[src/rtl/alu_issue_stage.sv]
// alu_issue_stage: execute-stage front end for the 32-bit ALU.
// Decodes RV32I R/I-type ALU ops into the ALU's 3-bit control code,
// selects operand b, and buffers legal ops in a 2-entry in-order FIFO.
// Undecodable ops are consumed, dropped, and counted.
//
// Ports:
//   clk, rst_n        - clock, async active-low reset
//   flush             - sync discard of all buffered ops
//   in_valid/in_ready - upstream handshake (in_ready = !full && !flush)
//   in_is_rtype, in_funct3, in_funct7b5 - decoded instruction fields
//   in_rs1, in_rs2, in_imm, in_tag      - operands and sideband tag
//   out_valid/out_ready - ALU-side handshake on the head entry
//   a, b, ALUControl, out_tag           - head entry toward the ALU
//   illegal, illegal_count              - reject pulse and saturating count
module alu_issue_stage #(
  parameter int unsigned WIDTH = 32,
  parameter int unsigned TAG_W = 5
) (
  input  logic             clk,
  input  logic             rst_n,
  input  logic             flush,
  input  logic             in_valid,
  output logic             in_ready,
  input  logic             in_is_rtype,
  input  logic [2:0]       in_funct3,
  input  logic             in_funct7b5,
  input  logic [WIDTH-1:0] in_rs1,
  input  logic [WIDTH-1:0] in_rs2,
  input  logic [WIDTH-1:0] in_imm,
  input  logic [TAG_W-1:0] in_tag,
  output logic             out_valid,
  input  logic             out_ready,
  output logic [WIDTH-1:0] a,
  output logic [WIDTH-1:0] b,
  output logic [2:0]       ALUControl,
  output logic [TAG_W-1:0] out_tag,
  output logic             illegal,
  output logic [7:0]       illegal_count
);

  localparam int unsigned CTL_W = 3;
  localparam int unsigned CNT_W = 8;

  typedef struct packed {
    logic [WIDTH-1:0] a;
    logic [WIDTH-1:0] b;
    logic [CTL_W-1:0] ctl;
    logic [TAG_W-1:0] tag;
  } entry_t;

  // r_head drives the ALU outputs directly; r_skid is the second slot.
  entry_t           r_head;
  entry_t           r_skid;
  logic [1:0]       r_count;
  logic             r_illegal;
  logic [CNT_W-1:0] r_illegal_count;

  logic [CTL_W-1:0] w_ctl;
  logic             w_illegal;
  logic             w_shift;
  logic [WIDTH-1:0] w_b;
  entry_t           w_entry;
  logic             w_accept;
  logic             w_push;
  logic             w_pop;

  // funct3/funct7[5] -> ALU control decode and legality check
  always_comb begin
    w_ctl     = 3'b000;
    w_illegal = 1'b0;
    w_shift   = 1'b0;
    case (in_funct3)
      3'b000: w_ctl = (in_is_rtype && in_funct7b5) ? 3'b001 : 3'b000;
      3'b001: begin
        w_ctl     = 3'b011;
        w_shift   = 1'b1;
        w_illegal = !in_is_rtype && in_funct7b5;
      end
      3'b010: w_ctl = 3'b111;
      3'b101: begin
        w_shift = 1'b1;
        // srl has no ALU code; only sra is executable
        if (in_funct7b5) w_ctl = 3'b100;
        else             w_illegal = 1'b1;
      end
      3'b110: w_ctl = 3'b110;
      3'b111: w_ctl = 3'b101;
      default: w_illegal = 1'b1;  // sltu, xor
    endcase
  end

  // Operand b: rs2, full immediate, or shamt field for immediate shifts
  always_comb begin
    if (in_is_rtype)  w_b = in_rs2;
    else if (w_shift) w_b = WIDTH'(in_imm[4:0]);
    else              w_b = in_imm;
  end

  always_comb begin
    w_entry.a   = in_rs1;
    w_entry.b   = w_b;
    w_entry.ctl = w_ctl;
    w_entry.tag = in_tag;
  end

  assign in_ready = (r_count != 2'd2) && !flush;
  assign w_accept = in_valid && in_ready;
  assign w_push   = w_accept && !w_illegal;
  assign w_pop    = out_valid && out_ready;

  // FIFO occupancy, reject pulse and saturating reject counter
  always_ff @(posedge clk or negedge rst_n) begin
    if (!rst_n) begin
      r_head          <= '0;
      r_skid          <= '0;
      r_count         <= 2'd0;
      r_illegal       <= 1'b0;
      r_illegal_count <= '0;
    end else begin
      r_illegal <= w_accept && w_illegal;
      if (w_accept && w_illegal && (r_illegal_count != {CNT_W{1'b1}}))
        r_illegal_count <= r_illegal_count + CNT_W'(1);

      if (flush) begin
        r_count <= 2'd0;
      end else begin
        case (r_count)
          2'd0: begin
            if (w_push) begin
              r_head  <= w_entry;
              r_count <= 2'd1;
            end
          end
          2'd1: begin
            if (w_push && w_pop) begin
              r_head <= w_entry;
            end else if (w_push) begin
              r_skid  <= w_entry;
              r_count <= 2'd2;
            end else if (w_pop) begin
              r_count <= 2'd0;
            end
          end
          2'd2: begin
            // in_ready is low when full, so only a pop can happen here
            if (w_pop) begin
              r_head  <= r_skid;
              r_count <= 2'd1;
            end
          end
          default: r_count <= 2'd0;
        endcase
      end
    end
  end

  assign out_valid     = (r_count != 2'd0);
  assign a             = r_head.a;
  assign b             = r_head.b;
  assign ALUControl    = r_head.ctl;
  assign out_tag       = r_head.tag;
  assign illegal       = r_illegal;
  assign illegal_count = r_illegal_count;

endmodule

[config.mk]
export PLATFORM = sky130hd
export DESIGN_NAME = alu_issue_stage
export DESIGN_NICKNAME = d
export VERILOG_FILES = /design/src/rtl/alu_issue_stage.sv
export SDC_FILE = /design/constraint.sdc
export NUM_CORES = 1
export LEC_CHECK = 0
export BUFFER_PORTS_ARGS = -buffer_cell sky130_fd_sc_hd__buf_2
export CAP_MARGIN = 20
export CORE_MARGIN = 2
export CORE_UTILIZATION = 48
export CTS_BUF_LIST = sky130_fd_sc_hd__clkbuf_16
export DETAILED_ROUTE_END_ITERATION = 7
export PLACE_DENSITY = 0.85
export SLEW_MARGIN = 30
export SYNTH_ARGS = -nofsm -noshare
export SYNTH_HDL_FRONTEND = slang
export SYNTH_SLANG_ARGS = --single-unit
[constraint.sdc]
create_clock -name clk -period 1.9 [get_ports clk]
set_clock_uncertainty 0.2 [all_clocks]
set_input_delay 0.095 -clock clk [delete_from_list [all_inputs] [get_ports clk]]
set_output_delay 0.095 -clock clk [all_outputs]
set_load 0.05 [all_outputs]
==> results.md <==
• primary input to flip-flop — type of the tightest min-delay check
• 49.25% — initial core utilization
• 43 — maximum number of pins on one net before global-route repair
• 645 — cell count after synthesis
• 500 — Starting DRT DRC Count
• dfrtp_1 — slowest cell on the critical path
• 72.46% — headroom to the max-slew limit
• 10 — CP max FO
• 137 — final number of setup-violating endpoints
• dfrtp_1 54%, mux2_2 11%, mux2_4 8.4% — dominant cells by area after synthesis
• 111.5% — final period utilization
• 0 — number of synthesized flops with an enable pin
• 2 — buffers from clock root to sink, at most
• 0 — drt drc
• 193 — Port Buffer Count
• 0.7477 mV — worst vdd ir
• 0 — Antenna Nets Post-Route
• 6,223 — routed vias
• 26.29% — Global Route Usage Sum
• 4 — H-Tree Depth
• 0.8181 — global placer's final weighted congestion
• 155 x dfrtp_1, 152 x nand2_1, 70 x mux2_2 — top cells by instance count after synthesis
• 0 — pins over their slew limit
• 1 — initial antenna violation count
• 5.323 — via density per instance
• 6 — count of TritonRoute iterations in the first routing pass
• -0.2013 ns — Placement Setup Slack
• 53.99% — sequential-to-total area share from yosys stat
• 33.17 mm — first-pass GRT wire length
• 100.0% — asr flop ratio synth
• 0 — ant diodes
• dfrtp_1 — Synth Flop Type
• done — CTS tree
• -0.2186 ns — minimum setup slack in the final design
• 4 — hold depth
• 7184 um2 — area of the mapped netlist
• buf_4 > nor4b_4 > nand4_1 > buf_6 > bufbuf_16 > mux2_2 — critical path, cell by cell
• 1,018 — number of cells in the design after placement
• 53.99% — portion of synthesized cell area occupied by the leading cell type
• 21.70 mm — aggregate routed wire length
• 8608 um2 — area of placed instances
• 0.4131 ns — Worst Max-Slew Pin Slew
• 18.56 um — routed length per placed instance
• 31.91% — met1 Use GR
• 0 — hold violation total from the final report
• 6,489 — via count of the first global-routing pass
• 6 — Worst Reg2Reg Path Length in Cells
• met2 — gr busiest metal
• 1216 nW/um2 — total power divided by cell area
• 0.42 ns — clock insertion delay at the later pin of the skew report
• 11.65 mm — HPWL after detailed placement
• 49.04% — layout-stage area growth over the synthesis result
• 2.119 ns — time the final worst path needs with I/O delays and setup
• 0 — YS warnings
• 45.83% — M2 GR Usage
• 1,087 — Nets
• 39 — distinct cell type count of the synthesized netlist
• 0.06 ns — clock transition at the registers of the reported paths
• 14,590 um2 — Core Area
• 17 — number of clock buffers inserted by TritonCTS
• 44 — row count
• 1,169 — final std cells w/o fill
• 40.41% — ratio of cells with drive above 1 in the final layout
• finished, violations left — result of the run
• 194 — top-level I/O count
• setup timing — violated checks
• dfrtp_1 — largest area contributor in the synthesized netlist
• 472.0 MHz — achievable clock frequency
• 126.3 um — height of the die
• 0 — GRT overflow
• clkbuf_16 — CTS root buf
• 126.3 um — die width
• 2.00 ns — worst path required time
• dfrtp_1 — most repeated cell in the gate-level netlist after synthesis
• 0.005383 uW — static leakage
• 0 — reported max-cap violation count
• 155 — clock tree sinks
• 15,960 um2 — Total Die Area
• 757 — syn_nets
• 905 — number of inserted filler cells in the final layout
• 5.525% — global routing usage on met3
• 2.21 ns — Critical Path AT
• 10,710 um2 — final cell area excluding filler cells
• 155 — post-synthesis register bit count
• true — setup repair after global routing missed its margin
• 0.40 ns — largest stage delay on the critical path
• flip-flop to flip-flop — Crit Path Category
• flip-flop — CP endpoint kind
• 0.02317 ns — final worst hold slack
• 11.14 um2 — Mapped Avg Cell Area
• flip-flop — startpoint type of the worst setup path
==> per-layer routing <==
metal / share of wire, % / routed length [um] / up-vias
met5: 0.060 / 13 / -
met4: 2.4 / 525 / 2
met3: 5.7 / 1240 / 49
met2: 52 / 11220 / 277
met1: 40 / 8702 / 3026
li1: - / - / 2869
==> cell families after synthesis <==
family	after synthesis	share of synthesized area, %
XOR/XNOR	7	0.8534
adder cells (fa/ha/maj)	1	0.1741
AO/OA/AOI/OAI	108	9.387
buffers and inverters	44	3.257
AND/OR/NAND/NOR	214	12.16
multiplexers	116	20.18
flip-flops	155	53.99
==> power by group <==
part | switching, uW | total (uW) | internal [uW]
Sequential | 618 | 4890 | 4270
Clock | 1260 | 3550 | 2280
Combinational | 2830 | 4590 | 1760
Total | 4710 | 13000 | 8310
==> sequential cells by signal, summed over array words and instances (netlist names) <==
name,cells
r_skid,72
a,32
b,32
illegal_count,8
out_tag,5
ALUControl,3
r_count,2
illegal,1
==> stage by stage <==
stage	util, %	total power, uW	TNS (ns)
2_1_floorplan	-	7819	-16.22
3_3_place_gp	59.01	8848	-8.090
3_5_place_dp	59.01	8999	-13.83
4_1_cts	72.07	12840	-10.59
5_1_grt	73.40	13540	-30.22
6_report	73.40	13020	-18.29
==> cell usage in the layout (no fill, tap or decap), types with 2 or more instances in the layout <==
| cell type | Yosys | routed |
|---|---|---|
| a21oi_1 | 36 | 36 |
| a22oi_1 | 27 | 27 |
| and2_1 | 4 | 4 |
| buf_12 | 0 | 12 |
| buf_16 | 0 | 2 |
| buf_2 | 10 | 192 |
| buf_4 | 1 | 28 |
| buf_6 | 7 | 6 |
| bufinv_16 | 0 | 5 |
| clkbuf_16 | 0 | 21 |
| clkinv_2 | 0 | 2 |
| dfrtp_1 | 155 | 153 |
| dfrtp_2 | 0 | 2 |
| dlygate4sd3_1 | 0 | 107 |
| inv_1 | 2 | 5 |
| mux2_2 | 70 | 43 |
| mux2_4 | 40 | 68 |
| mux2i_1 | 5 | 5 |
| nand2_1 | 152 | 151 |
| nand2_2 | 1 | 2 |
| nand3_1 | 4 | 4 |
| nand4_1 | 6 | 6 |
| nor2_1 | 38 | 37 |
| nor2b_1 | 3 | 2 |
| o21ai_0 | 34 | 24 |
| o21ai_1 | 0 | 10 |
| o31ai_1 | 3 | 2 |
| xnor2_1 | 6 | 6 |
==> path summary, 6_finish.rpt <==
check,startpoint,end,slack [ns]
setup / recovery,r_count[1],r_skid[40],-0.22
hold / removal,in_rs2[0],b[0],0.02
setup reg to reg,r_count[1],r_skid[40],-0.22
hold reg to reg,r_skid[8],r_skid[8],0.28
max in group asynchronous,rst_n,a[17],0.37
min in group asynchronous,rst_n,r_skid[63],0.52
==> worst max-delay path, delay by kind of cell (launching register included) <==
| family | cells | cell delay, ns |
|---|---|---|
| buffers and inverters | 3 | 0.67 |
| DFF | 1 | 0.40 |
| and+or+nand+nor | 2 | 0.48 |
| muxes | 1 | 0.26 |
==> area by class of cell <==
type,count,area [um2],share of cell area (%)
tap,184,230.2,2.150
timing repair buffer,353,2753,25.71
clock buffer,17,425.4,3.973
multi-input combinational,446,3227,30.14
inverter,2,7.507,0.07011
clock inverter,12,183.9,1.718
sequential,155,3881,36.25
==> repair_timing <==
item / CTS / global route
cloned: 4 / 5
gates resized for setup: 21 / 33
endpoints found under the setup margin: 110 / 146
pin swaps: 3 / 1
hold buffers: 107 / 0
buffers inserted: 4 / 3
hold endpoints to repair: 295 / 0
Note: power is estimated with default switching activity, not from simulation.
